<file path="src/rtl/mem_arb_pkg.sv">
// -----------------------------------------------------------------------------
// mem_arb_pkg
// Shared encodings for the two-port memory arbiter:
//   arb_state_t : arbiter ownership state (IDLE / LOCK_A / LOCK_B)
//   port_sel_t  : port identity (A = host loader = 0, B = hash core = 1)
// -----------------------------------------------------------------------------
package mem_arb_pkg;

    typedef enum logic [1:0] {
        ST_IDLE   = 2'd0,
        ST_LOCK_A = 2'd1,
        ST_LOCK_B = 2'd2
    } arb_state_t;

    typedef enum logic {
        PORT_A = 1'b0,
        PORT_B = 1'b1
    } port_sel_t;

endpackage

</file>
<file path="src/rtl/mem_arbiter.sv">
// -----------------------------------------------------------------------------
// mem_arbiter
// Arbitrates two requesters (A = host loader, B = hash core) onto one
// single-port memory. Grants are combinational from the requests and the
// registered state; a requester may lock the memory after an access, and the
// lock is bounded to LOCK_MAX cycles so the other port cannot starve.
//
// Ports:
//   clk, rst_n                 clock, synchronous active-low reset
//   req_x, we_x, lock_x        request, write select, lock request (x = a/b)
//   addr_x, wdata_x            access address and write data
//   gnt_x                      grant (transfer when req_x & gnt_x at rising edge)
//   rvalid_x, rdata_x          read strobe one cycle after a granted read, data
//   mem_wEn, mem_addr,
//   mem_dataIn                 memory request, driven from the granted port
//   mem_dataOut                memory read data (registered by memory on negedge)
// -----------------------------------------------------------------------------
module mem_arbiter
    import mem_arb_pkg::*;
#(
    parameter int DATA_WIDTH    = 32,
    parameter int ADDRESS_WIDTH = 12,
    parameter int LOCK_MAX      = 64
) (
    input  logic                     clk,
    input  logic                     rst_n,
    input  logic                     req_a,
    input  logic                     req_b,
    input  logic                     we_a,
    input  logic                     we_b,
    input  logic                     lock_a,
    input  logic                     lock_b,
    input  logic [ADDRESS_WIDTH-1:0] addr_a,
    input  logic [ADDRESS_WIDTH-1:0] addr_b,
    input  logic [DATA_WIDTH-1:0]    wdata_a,
    input  logic [DATA_WIDTH-1:0]    wdata_b,
    output logic                     gnt_a,
    output logic                     gnt_b,
    output logic                     rvalid_a,
    output logic                     rvalid_b,
    output logic [DATA_WIDTH-1:0]    rdata_a,
    output logic [DATA_WIDTH-1:0]    rdata_b,
    output logic                     mem_wEn,
    output logic [ADDRESS_WIDTH-1:0] mem_addr,
    output logic [DATA_WIDTH-1:0]    mem_dataIn,
    input  logic [DATA_WIDTH-1:0]    mem_dataOut
);

    localparam int CNT_W = $clog2(LOCK_MAX) + 1;
    localparam logic [CNT_W-1:0] CNT_LAST = CNT_W'(LOCK_MAX - 1);

    arb_state_t       r_state;
    arb_state_t       w_state_next;
    port_sel_t        r_last_grant;
    port_sel_t        w_last_grant_next;
    logic [CNT_W-1:0] r_lock_cnt;
    logic [CNT_W-1:0] w_lock_cnt_next;
    logic             r_rvalid_a;
    logic             r_rvalid_b;

    logic             w_gnt_a;
    logic             w_gnt_b;
    logic             w_xfer_a;
    logic             w_xfer_b;

    assign w_xfer_a = req_a & w_gnt_a;
    assign w_xfer_b = req_b & w_gnt_b;

    // State register
    always_ff @(posedge clk) begin
        if (!rst_n) begin
            r_state      <= ST_IDLE;
            r_last_grant <= PORT_B;
            r_lock_cnt   <= '0;
            r_rvalid_a   <= 1'b0;
            r_rvalid_b   <= 1'b0;
        end else begin
            r_state      <= w_state_next;
            r_last_grant <= w_last_grant_next;
            r_lock_cnt   <= w_lock_cnt_next;
            r_rvalid_a   <= w_xfer_a & ~we_a;
            r_rvalid_b   <= w_xfer_b & ~we_b;
        end
    end

    // Next-state logic
    always_comb begin
        w_state_next      = r_state;
        w_last_grant_next = r_last_grant;
        w_lock_cnt_next   = r_lock_cnt;

        if (w_xfer_a) begin
            w_last_grant_next = PORT_A;
        end else if (w_xfer_b) begin
            w_last_grant_next = PORT_B;
        end

        case (r_state)
            ST_IDLE: begin
                // Counter is held at zero so a fresh lock always starts from 0.
                w_lock_cnt_next = '0;
                if (w_xfer_a && lock_a) begin
                    w_state_next = ST_LOCK_A;
                end else if (w_xfer_b && lock_b) begin
                    w_state_next = ST_LOCK_B;
                end
            end
            ST_LOCK_A: begin
                if (!lock_a) begin
                    w_state_next    = ST_IDLE;
                    w_lock_cnt_next = '0;
                end else if (r_lock_cnt == CNT_LAST) begin
                    // Forced release: mark A as last winner so B wins next conflict.
                    w_state_next      = ST_IDLE;
                    w_last_grant_next = PORT_A;
                    w_lock_cnt_next   = '0;
                end else begin
                    w_lock_cnt_next = r_lock_cnt + 1'b1;
                end
            end
            ST_LOCK_B: begin
                if (!lock_b) begin
                    w_state_next    = ST_IDLE;
                    w_lock_cnt_next = '0;
                end else if (r_lock_cnt == CNT_LAST) begin
                    w_state_next      = ST_IDLE;
                    w_last_grant_next = PORT_B;
                    w_lock_cnt_next   = '0;
                end else begin
                    w_lock_cnt_next = r_lock_cnt + 1'b1;
                end
            end
            default: begin
                w_state_next    = ST_IDLE;
                w_lock_cnt_next = '0;
            end
        endcase
    end

    // Output logic: grants and memory request mux
    always_comb begin
        w_gnt_a = 1'b0;
        w_gnt_b = 1'b0;
        if (rst_n) begin
            case (r_state)
                ST_IDLE: begin
                    if (req_a && req_b) begin
                        // Conflict goes to the port that did not win last.
                        if (r_last_grant == PORT_B) begin
                            w_gnt_a = 1'b1;
                        end else begin
                            w_gnt_b = 1'b1;
                        end
                    end else begin
                        w_gnt_a = req_a;
                        w_gnt_b = req_b;
                    end
                end
                ST_LOCK_A: w_gnt_a = req_a;
                ST_LOCK_B: w_gnt_b = req_b;
                default: begin
                    w_gnt_a = 1'b0;
                    w_gnt_b = 1'b0;
                end
            endcase
        end

        mem_wEn    = 1'b0;
        mem_addr   = '0;
        mem_dataIn = '0;
        if (w_gnt_a) begin
            mem_wEn    = we_a;
            mem_addr   = addr_a;
            mem_dataIn = wdata_a;
        end else if (w_gnt_b) begin
            mem_wEn    = we_b;
            mem_addr   = addr_b;
            mem_dataIn = wdata_b;
        end
    end

    assign gnt_a    = w_gnt_a;
    assign gnt_b    = w_gnt_b;
    // Masked by reset so a read in flight never surfaces once reset asserts.
    assign rvalid_a = r_rvalid_a & rst_n;
    assign rvalid_b = r_rvalid_b & rst_n;
    assign rdata_a  = mem_dataOut;
    assign rdata_b  = mem_dataOut;

endmodule

</file>
<file path="config.mk">
export PLATFORM = sky130hd
export DESIGN_NAME = mem_arbiter
export DESIGN_NICKNAME = d
export VERILOG_FILES = /design/src/rtl/mem_arb_pkg.sv /design/src/rtl/mem_arbiter.sv
export SDC_FILE = /design/constraint.sdc
export NUM_CORES = 1
export LEC_CHECK = 0
export BUFFER_PORTS_ARGS = -buffer_cell sky130_fd_sc_hd__clkbuf_2
export CAP_MARGIN = 20
export CORE_AREA = 2 2 97 99
export CTS_CLUSTER_DIAMETER = 80
export DETAILED_ROUTE_END_ITERATION = 6
export DIE_AREA = 0 0 99 101
export PLACE_DENSITY = 0.65
export SYNTH_ARGS = -nofsm -noshare
export SYNTH_HDL_FRONTEND = slang
export SYNTH_SLANG_ARGS = --single-unit
</file>
<file path="constraint.sdc">
create_clock -name clk -period 2.1 [get_ports clk]
set_input_delay 0.21 -clock clk [delete_from_list [all_inputs] [get_ports clk]]
set_output_delay 0.21 -clock clk [all_outputs]
set_load 0.02 [all_outputs]
</file>
==> flow_summary_export.csv, run 1 <==
group,metric,value,unit
status,outcome,"finished clean",
detailed_routing,vias,2277,
detailed_routing,antenna_nets_post_route,0,
detailed_routing,drtIter0Drc,96,
grt,maximum_number_of_pins_on_one_net_before_global_route_repair,47,
floorplan,die-area,10000,um2
detailed_routing,routed_wirelength,7730,um
cts,clock_sinks,12,
grt,overall_global_routing_resource_usage,0.128,
detailed_routing,remaining_drc_errors,0,
placed_design,place_hpwl,5220,um
timing,timing.final.ws_setup,0.0474,ns
timing,final_max_slew_violation_count,0,
cts,cts_htree_levels,1,
synthesis,gate_count_post_synth,292,
grt,first_global_vias,2070,
floorplan,dieHeight,101,um
layout,antenna-diode-count,0,
placed_design,portBuffers,144,
min_path,hold_path_class,"in -> reg",
layout,final_layout_size_suffix_gt1_frac,0.598,
job,max_cap_violation_count,0,
floorplan,fp.dieW,99,um
floorplan,placeableCoreArea,8980,um2
synthesis,yosysUniqueCellTypes,37,
placed_design,gpl.final_weighted_congestion,0.852,
timing,final-hold-violation-count,0,
worst_setup_path,critical_path.max_fanout,8,
power,total_power,1.28,mW
timing,finClkSkew,0.00386,ns
floorplan,floorplan.io_pins,241,
grt,antenna_violations_before_repair,0,
layout,area_growth,39.8,%
timing,worst_slew_pin_slew,0.318,ns
placed_design,placement.setup.worst_slack,-0.00630,ns
power,p_leak,1.56,nW
floorplan,initial_util,0.245,
synthesis,mappedNetlistArea,2200,um2
timing,min_period_over_period,0.977,
timing,report.final.setup_viol,0,
cts,clock_path_buffers,2,
floorplan,rows,35,
layout,fill_cells,938,
detailed_routing,detail_route.wl_per_cell,15.8,um
worst_setup_path,critical_path_required,1.89,ns
worst_setup_path,critical_path_class,"reg -> out",
timing,fmax,0.487,GHz
grt,gr-total-overflow,0,
layout,multi_input_comb_area,1180,um2
detailed_routing,vias_per_cell,4.66,
detailed_routing,drt_first_pass_iters,4,
cts,tritoncts.num_buffers,3,
cts,tritoncts,"built",
power,powerDensity,416,nW/um2
worst_setup_path,worst-endpoint-arrival,1.84,ns
synthesis,synth-seq-area-share,0.109,
layout,final_nets,512,
grt,grt_pass1_wl,10500,um
synthesis,synth_seq_cells,12,
layout,final_util,0.342,
worst_setup_path,cp-start-kind,"register",
worst_setup_path,end_kind,"primary output",
synthesis,avgSynthCellArea,7.53,um2
timing,grt_setup_unrepaired,"true",
timing,timing.final.crit_period,2.05,ns
timing,slew-limit-headroom,0.787,
cts,clock_tree.root_cell,"sky130_fd_sc_hd__clkbuf_8",
synthesis,mappedNetlistNets,425,
power,ir_worst_vdd,0.209,mV
layout,final-seq-area,243,um2
synthesis,ys_warn_count,0,
cts,clkSlewWorstSetupHoldPaths,0.05,ns
cts,clock_latency,0.24,ns
[worst max-delay path: stages, from the launching register on]
cell	delay [ns]
sky130_fd_sc_hd__dfxtp_2	0.32
sky130_fd_sc_hd__inv_2	0.09
sky130_fd_sc_hd__ha_4	0.16
sky130_fd_sc_hd__a21boi_4	0.20
sky130_fd_sc_hd__o211a_4	0.22
sky130_fd_sc_hd__buf_6	0.14
sky130_fd_sc_hd__clkbuf_16	0.16
sky130_fd_sc_hd__o211ai_2	0.09
sky130_fd_sc_hd__o21ai_2	0.07
sky130_fd_sc_hd__buf_4	0.15
[cells by family after synthesis]
kind of cell | after synthesis | synth area share
AND/OR/NAND/NOR | 31 | 0.0751
flip-flops | 12 | 0.109
AO/OA/AOI/OAI | 106 | 0.391
XOR/XNOR | 4 | 0.0159
adder cells (fa/ha/maj) | 5 | 0.0285
buffers and inverters | 134 | 0.380
[routing by layer]
metal / global-route usage / vias up / part of all wire
met2: 0.221 / 93 / 0.52
met5: 0 / - / 0
li1: - / 1101 / -
met3: 0.0333 / 20 / 0.069
met1: 0.156 / 1063 / 0.40
met4: 0.0411 / 0 / 0.015
[final timing paths]
path	start	end	slack [ns]	depth (start not counted)
setup reg to reg	r_state[0]	r_last_grant	0.38	9
hold / removal	we_b	r_rvalid_b	0.16	2
hold reg to reg	r_lock_cnt[6]	r_lock_cnt[6]	0.44	2
setup / recovery	r_state[1]	mem_dataIn[15]	0.05	9
[layout make-up]
| class | instances | area share |
|---|---|---|
| timing repair buffer | 167 | 0.414 |
| multi-input combinational | 146 | 0.384 |
| sequential | 12 | 0.0790 |
| inverter | 49 | 0.0599 |
| tap | 111 | 0.0452 |
| clock buffer | 4 | 0.0179 |
[report_power, final]
group / internal [mW] / total (mW) / switching, mW
registers: 0.235 / 0.240 / 0.00528
clock network: 0.165 / 0.248 / 0.0828
logic: 0.374 / 0.790 / 0.416
[flip-flops by register name, indices dropped and copies added (netlist names)]
signal and cells:
r_rvalid_b 1, r_last_grant 1, r_state 2, r_lock_cnt 7
r_rvalid_a 1
[cell usage in the layout (no fill, tap or decap), types with 2 or more instances in the layout]
cell,Yosys,layout
sky130_fd_sc_hd__a21oi_1,3,2
sky130_fd_sc_hd__a31oi_1,2,2
sky130_fd_sc_hd__and2_1,3,3
sky130_fd_sc_hd__buf_12,2,9
sky130_fd_sc_hd__buf_16,0,2
sky130_fd_sc_hd__buf_2,9,5
sky130_fd_sc_hd__buf_4,67,25
sky130_fd_sc_hd__buf_6,5,6
sky130_fd_sc_hd__clkbuf_16,0,6
sky130_fd_sc_hd__clkbuf_2,0,109
sky130_fd_sc_hd__clkbuf_8,0,8
sky130_fd_sc_hd__dfxtp_1,12,10
sky130_fd_sc_hd__dfxtp_2,0,2
sky130_fd_sc_hd__ha_1,5,2
sky130_fd_sc_hd__ha_2,0,2
sky130_fd_sc_hd__inv_1,49,47
sky130_fd_sc_hd__inv_2,0,2
sky130_fd_sc_hd__nand2_1,6,5
sky130_fd_sc_hd__nand2b_1,2,2
sky130_fd_sc_hd__nand3_1,5,5
sky130_fd_sc_hd__nor2_1,7,7
sky130_fd_sc_hd__nor2b_1,2,2
sky130_fd_sc_hd__o2111ai_1,2,2
sky130_fd_sc_hd__o211ai_1,25,25
sky130_fd_sc_hd__o211ai_2,20,20
sky130_fd_sc_hd__o21ai_1,25,23
sky130_fd_sc_hd__o21ai_2,21,23
sky130_fd_sc_hd__xnor2_1,2,2
sky130_fd_sc_hd__xor2_1,2,2
[synthesized netlist by cell type (all sizes together)]
| cell | number | area share |
|---|---|---|
| nand2 | 6 | 0.010 |
| ha | 5 | 0.028 |
| and2 | 3 | 0.0085 |
| o32ai | 1 | 0.0040 |
| or2 | 1 | 0.0028 |
| nor2 | 7 | 0.012 |
| buf | 83 | 0.29 |
| a21oi | 3 | 0.0068 |
| and4 | 1 | 0.0040 |
| o211ai | 45 | 0.20 |
| a31oi | 2 | 0.0057 |
| o211a | 1 | 0.0046 |
| and3 | 1 | 0.0028 |
| dfxtp | 12 | 0.11 |
| nand4 | 1 | 0.0028 |
| nand4b | 1 | 0.0040 |
| o21ai | 46 | 0.14 |
| o2111ai | 2 | 0.0080 |
| nor2b | 2 | 0.0057 |
| nand2b | 2 | 0.0057 |
| a22oi | 1 | 0.0034 |
| clkbuf | 2 | 0.0034 |
| a211oi | 1 | 0.0034 |
| xor2 | 2 | 0.0080 |
| o22ai | 1 | 0.0028 |
| nand3 | 5 | 0.011 |
| xnor2 | 2 | 0.0080 |
| a22o | 1 | 0.0040 |
| nand4bb | 1 | 0.0051 |
| o21a | 1 | 0.0034 |
| a21boi | 1 | 0.0051 |
| inv | 49 | 0.084 |
[stage by stage]
step | setup TNS (ns) | cell area [um2] | cells | hold slack (ns)
final | 0 | 3070 | 489 | 0.158
after detailed placement | -0.0174 | 2530 | 469 | 0.409
after floorplan | 0 | 2200 | 292 | 0.282
after global routing | -0.600 | 3070 | 489 | 0.153
after CTS | 0 | 2800 | 480 | 0.159
after global placement | 0 | 2530 | 469 | 0.409
[what timing repair did]
action                                  4_1_cts  5_1_grt
pin swaps                                     0       13
endpoints found under the setup margin       46       45
hold buffers                                  0        0
setup buffers                                 5        3
endpoints found under the hold margin         0        0
gates cloned                                  2        6
gates resized for setup                      28       60
(Power assumes the default switching activity.)
==> inputs of run 2 (changes only) <==
--- a/config.mk
+++ b/config.mk
@@ -12,6 +12,7 @@
 export DETAILED_ROUTE_END_ITERATION = 6
 export DIE_AREA = 0 0 99 101
 export PLACE_DENSITY = 0.65
+export SETUP_SLACK_MARGIN = 0.05
 export SYNTH_ARGS = -nofsm -noshare
 export SYNTH_HDL_FRONTEND = slang
 export SYNTH_SLANG_ARGS = --single-unit
==> flow_summary_export.csv, run 2 (synthesis results as in run 1) <==
group,metric,value,unit
detailed_routing,drt_first_pass_iters,4,
layout,area_growth,43.6,%
grt,overall_global_routing_resource_usage,0.136,
timing,timing.final.crit_period,2.07,ns
floorplan,dieHeight,101,um
floorplan,placeableCoreArea,8980,um2
cts,clkSlewWorstSetupHoldPaths,0.05,ns
min_path,hold_path_class,"in -> reg",
worst_setup_path,critical_path_cell_with_the_highest_stage_delay,"sky130_fd_sc_hd__dfxtp_2",
timing,worst_slew_pin_slew,0.326,ns
cts,tritoncts.num_buffers,3,
power,ir_worst_vdd,0.215,mV
floorplan,fp.dieW,99,um
cts,clock_latency,0.24,ns
detailed_routing,remaining_drc_errors,0,
worst_setup_path,reg2reg_slack,0.38,ns
cts,count_of_hold_fix_buffers_inserted_at_cts,0,
worst_setup_path,cpPeakStageDelay,0.35,ns
status,outcome,"finished clean",
cts,clock_sinks,12,
detailed_routing,wl_met2,4170,um
grt,antenna_violations_before_repair,0,
worst_setup_path,cp-start-kind,"register",
detailed_routing,routed_wirelength,7950,um
timing,min_period_over_period,0.987,
placed_design,gpl.final_weighted_congestion,0.852,
detailed_routing,vias,2309,
power,total_power,1.31,mW
worst_setup_path,cell_by_cell_listing_of_the_critical_path,"inv_4 -> ha_4 -> a21boi_4 -> o211a_4 -> buf_6 -> buf_12 -> o211ai_1 -> o21ai_4 -> buf_6",
layout,antenna-diode-count,0,
worst_setup_path,timing.rr.start,"r_state[1]",
timing,fmax,0.483,GHz
worst_setup_path,critical_path_required,1.89,ns
detailed_routing,detail_route.wl_per_cell,16.2,um
worst_setup_path,timing.critical_path.depth,9,
placed_design,portBuffers,144,
detailed_routing,vias_per_cell,4.71,
layout,largest_register_ff_count,7,
detailed_routing,met3WireLength,529,um
worst_setup_path,critical_path_class,"reg -> out",
worst_setup_path,cp-startpoint,"r_state[1]",
power,powerDensity,415,nW/um2
worst_setup_path,ff2ff_path_depth,9,
worst_setup_path,worst-endpoint-arrival,1.86,ns
worst_setup_path,critical_path.reg2reg.endpoint,"r_last_grant",
worst_setup_path,critical-path-top-delay-family,"compound AO/OA/AOI/OAI gates",
floorplan,floorplan.io_pins,241,
power,p_leak,1.58,nW
timing,hold_ws,0.157,ns
timing,grt_setup_unrepaired,"true",
timing,final-hold-violation-count,0,
grt,gr-total-overflow,0,
placed_design,place_hpwl,5220,um
detailed_routing,antenna_nets_post_route,0,
timing,finClkSkew,0.00233,ns
floorplan,rows,35,
layout,fill_cells,931,
grt,grt_pass1_wl,10900,um
layout,final-seq-area,245,um2
timing,final_max_slew_violation_count,0,
grt,first_global_vias,2134,
worst_setup_path,worst_path_most_repeated_cell,"sky130_fd_sc_hd__buf_6",
layout,final_nets,513,
worst_setup_path,crit_path_to,"mem_addr[3]",
job,max_cap_violation_count,0,
worst_setup_path,cp.buffers_inverters,4,
placed_design,placement.setup.worst_slack,-0.00630,ns
detailed_routing,topRoutingLayerUsed,"met4",
grt,maximum_number_of_pins_on_one_net_before_global_route_repair,47,
timing,report.final.setup_viol,0,
floorplan,initial_util,0.245,
worst_setup_path,critical_path.max_fanout,7,
layout,final_layout_size_suffix_gt1_frac,0.599,
detailed_routing,detail_route.wirelength.met1,3070,um
cts,tritoncts,"built",
layout,registers.top_by_ff_count,"r_lock_cnt",
layout,layout_common_cells,"sky130_fd_sc_hd__clkbuf_2, sky130_fd_sc_hd__inv_1, sky130_fd_sc_hd__o211ai_1",
cts,cts_htree_levels,1,
detailed_routing,drtIter0Drc,73,
timing,timing.final.ws_setup,0.0275,ns
cts,clock_tree.root_cell,"sky130_fd_sc_hd__clkbuf_8",
worst_setup_path,end_kind,"primary output",
layout,leading_cell_type_in_the_layout_fill_and_taps_excluded,"sky130_fd_sc_hd__clkbuf_2",
cts,clock_path_buffers,2,
floorplan,die-area,10000,um2
layout,multi_input_comb_area,1250,um2
layout,biggest_registers_after_layout,"r_lock_cnt: 7 flops, r_state: 2 flops",
timing,slew-limit-headroom,0.781,
==> run 2: how the worst min path moves through the flow <==
| stage | start | endpoint | cells past startpoint |
|---|---|---|---|
| 4_1_cts | we_a | r_rvalid_a | 2 |
| 5_1_grt | we_a | r_rvalid_a | 2 |
| 3_5_place_dp | we_a | r_rvalid_a | 2 |
| 3_3_place_gp | we_a | r_rvalid_a | 2 |
| 6_report | we_b | r_rvalid_b | 2 |
| 2_1_floorplan | we_b | r_rvalid_b | 1 |
==> run 2: layout make-up <==
class / instances / area share
Sequential cell: 12 / 0.0777
Inverter: 49 / 0.0606
Timing Repair Buffer: 168 / 0.404
Multi-Input combinational cell: 146 / 0.396
Clock buffer: 4 / 0.0174
Tap cell: 111 / 0.0440
==> run 2: worst reg2reg max path, stage by stage (launching register included) <==
cell and delay, ns:
sky130_fd_sc_hd__dfxtp_2 0.35, sky130_fd_sc_hd__inv_4 0.06, sky130_fd_sc_hd__ha_4 0.16, sky130_fd_sc_hd__a21boi_4 0.14, sky130_fd_sc_hd__o211a_4 0.26, sky130_fd_sc_hd__buf_12 0.13, sky130_fd_sc_hd__buf_16 0.15, sky130_fd_sc_hd__buf_4 0.15
sky130_fd_sc_hd__o22ai_1 0.12, sky130_fd_sc_hd__o21ai_1 0.08
==> run 2: power breakdown <==
part / internal (mW) / switching, mW
Sequential: 0.235 / 0.00668
Combinational: 0.385 / 0.434
Clock: 0.165 / 0.0832
Total: 0.785 / 0.524
==> run 2: stage by stage <==
| stage | std cells | instance area, um2 | setup TNS, ns | utilization |
|---|---|---|---|---|
| after global routing | 490 | 3160 | -0.664 | 0.352 |
| after global placement | 469 | 2530 | 0 | 0.282 |
| final | 490 | 3160 | 0 | 0.352 |
| after CTS | 482 | 2840 | 0 | 0.317 |
| after floorplan | 292 | 2200 | 0 | - |
| after detailed placement | 469 | 2530 | -0.0174 | 0.282 |
==> run 2: routing by layer <==
metal  GRT usage  up-vias
met1       0.165     1069
met4      0.0506        0
met5           0        -
met2       0.230      106
met3      0.0368       28
li1            -     1106
==> run 2: what timing repair did <==
item / 4_1_cts / 5_1_grt
pin swaps: 3 / 6
gates resized for setup: 33 / 89
endpoints found under the hold margin: 0 / 0
endpoints found under the setup margin: 47 / 46
buffers inserted: 6 / 4
cloned: 3 / 4
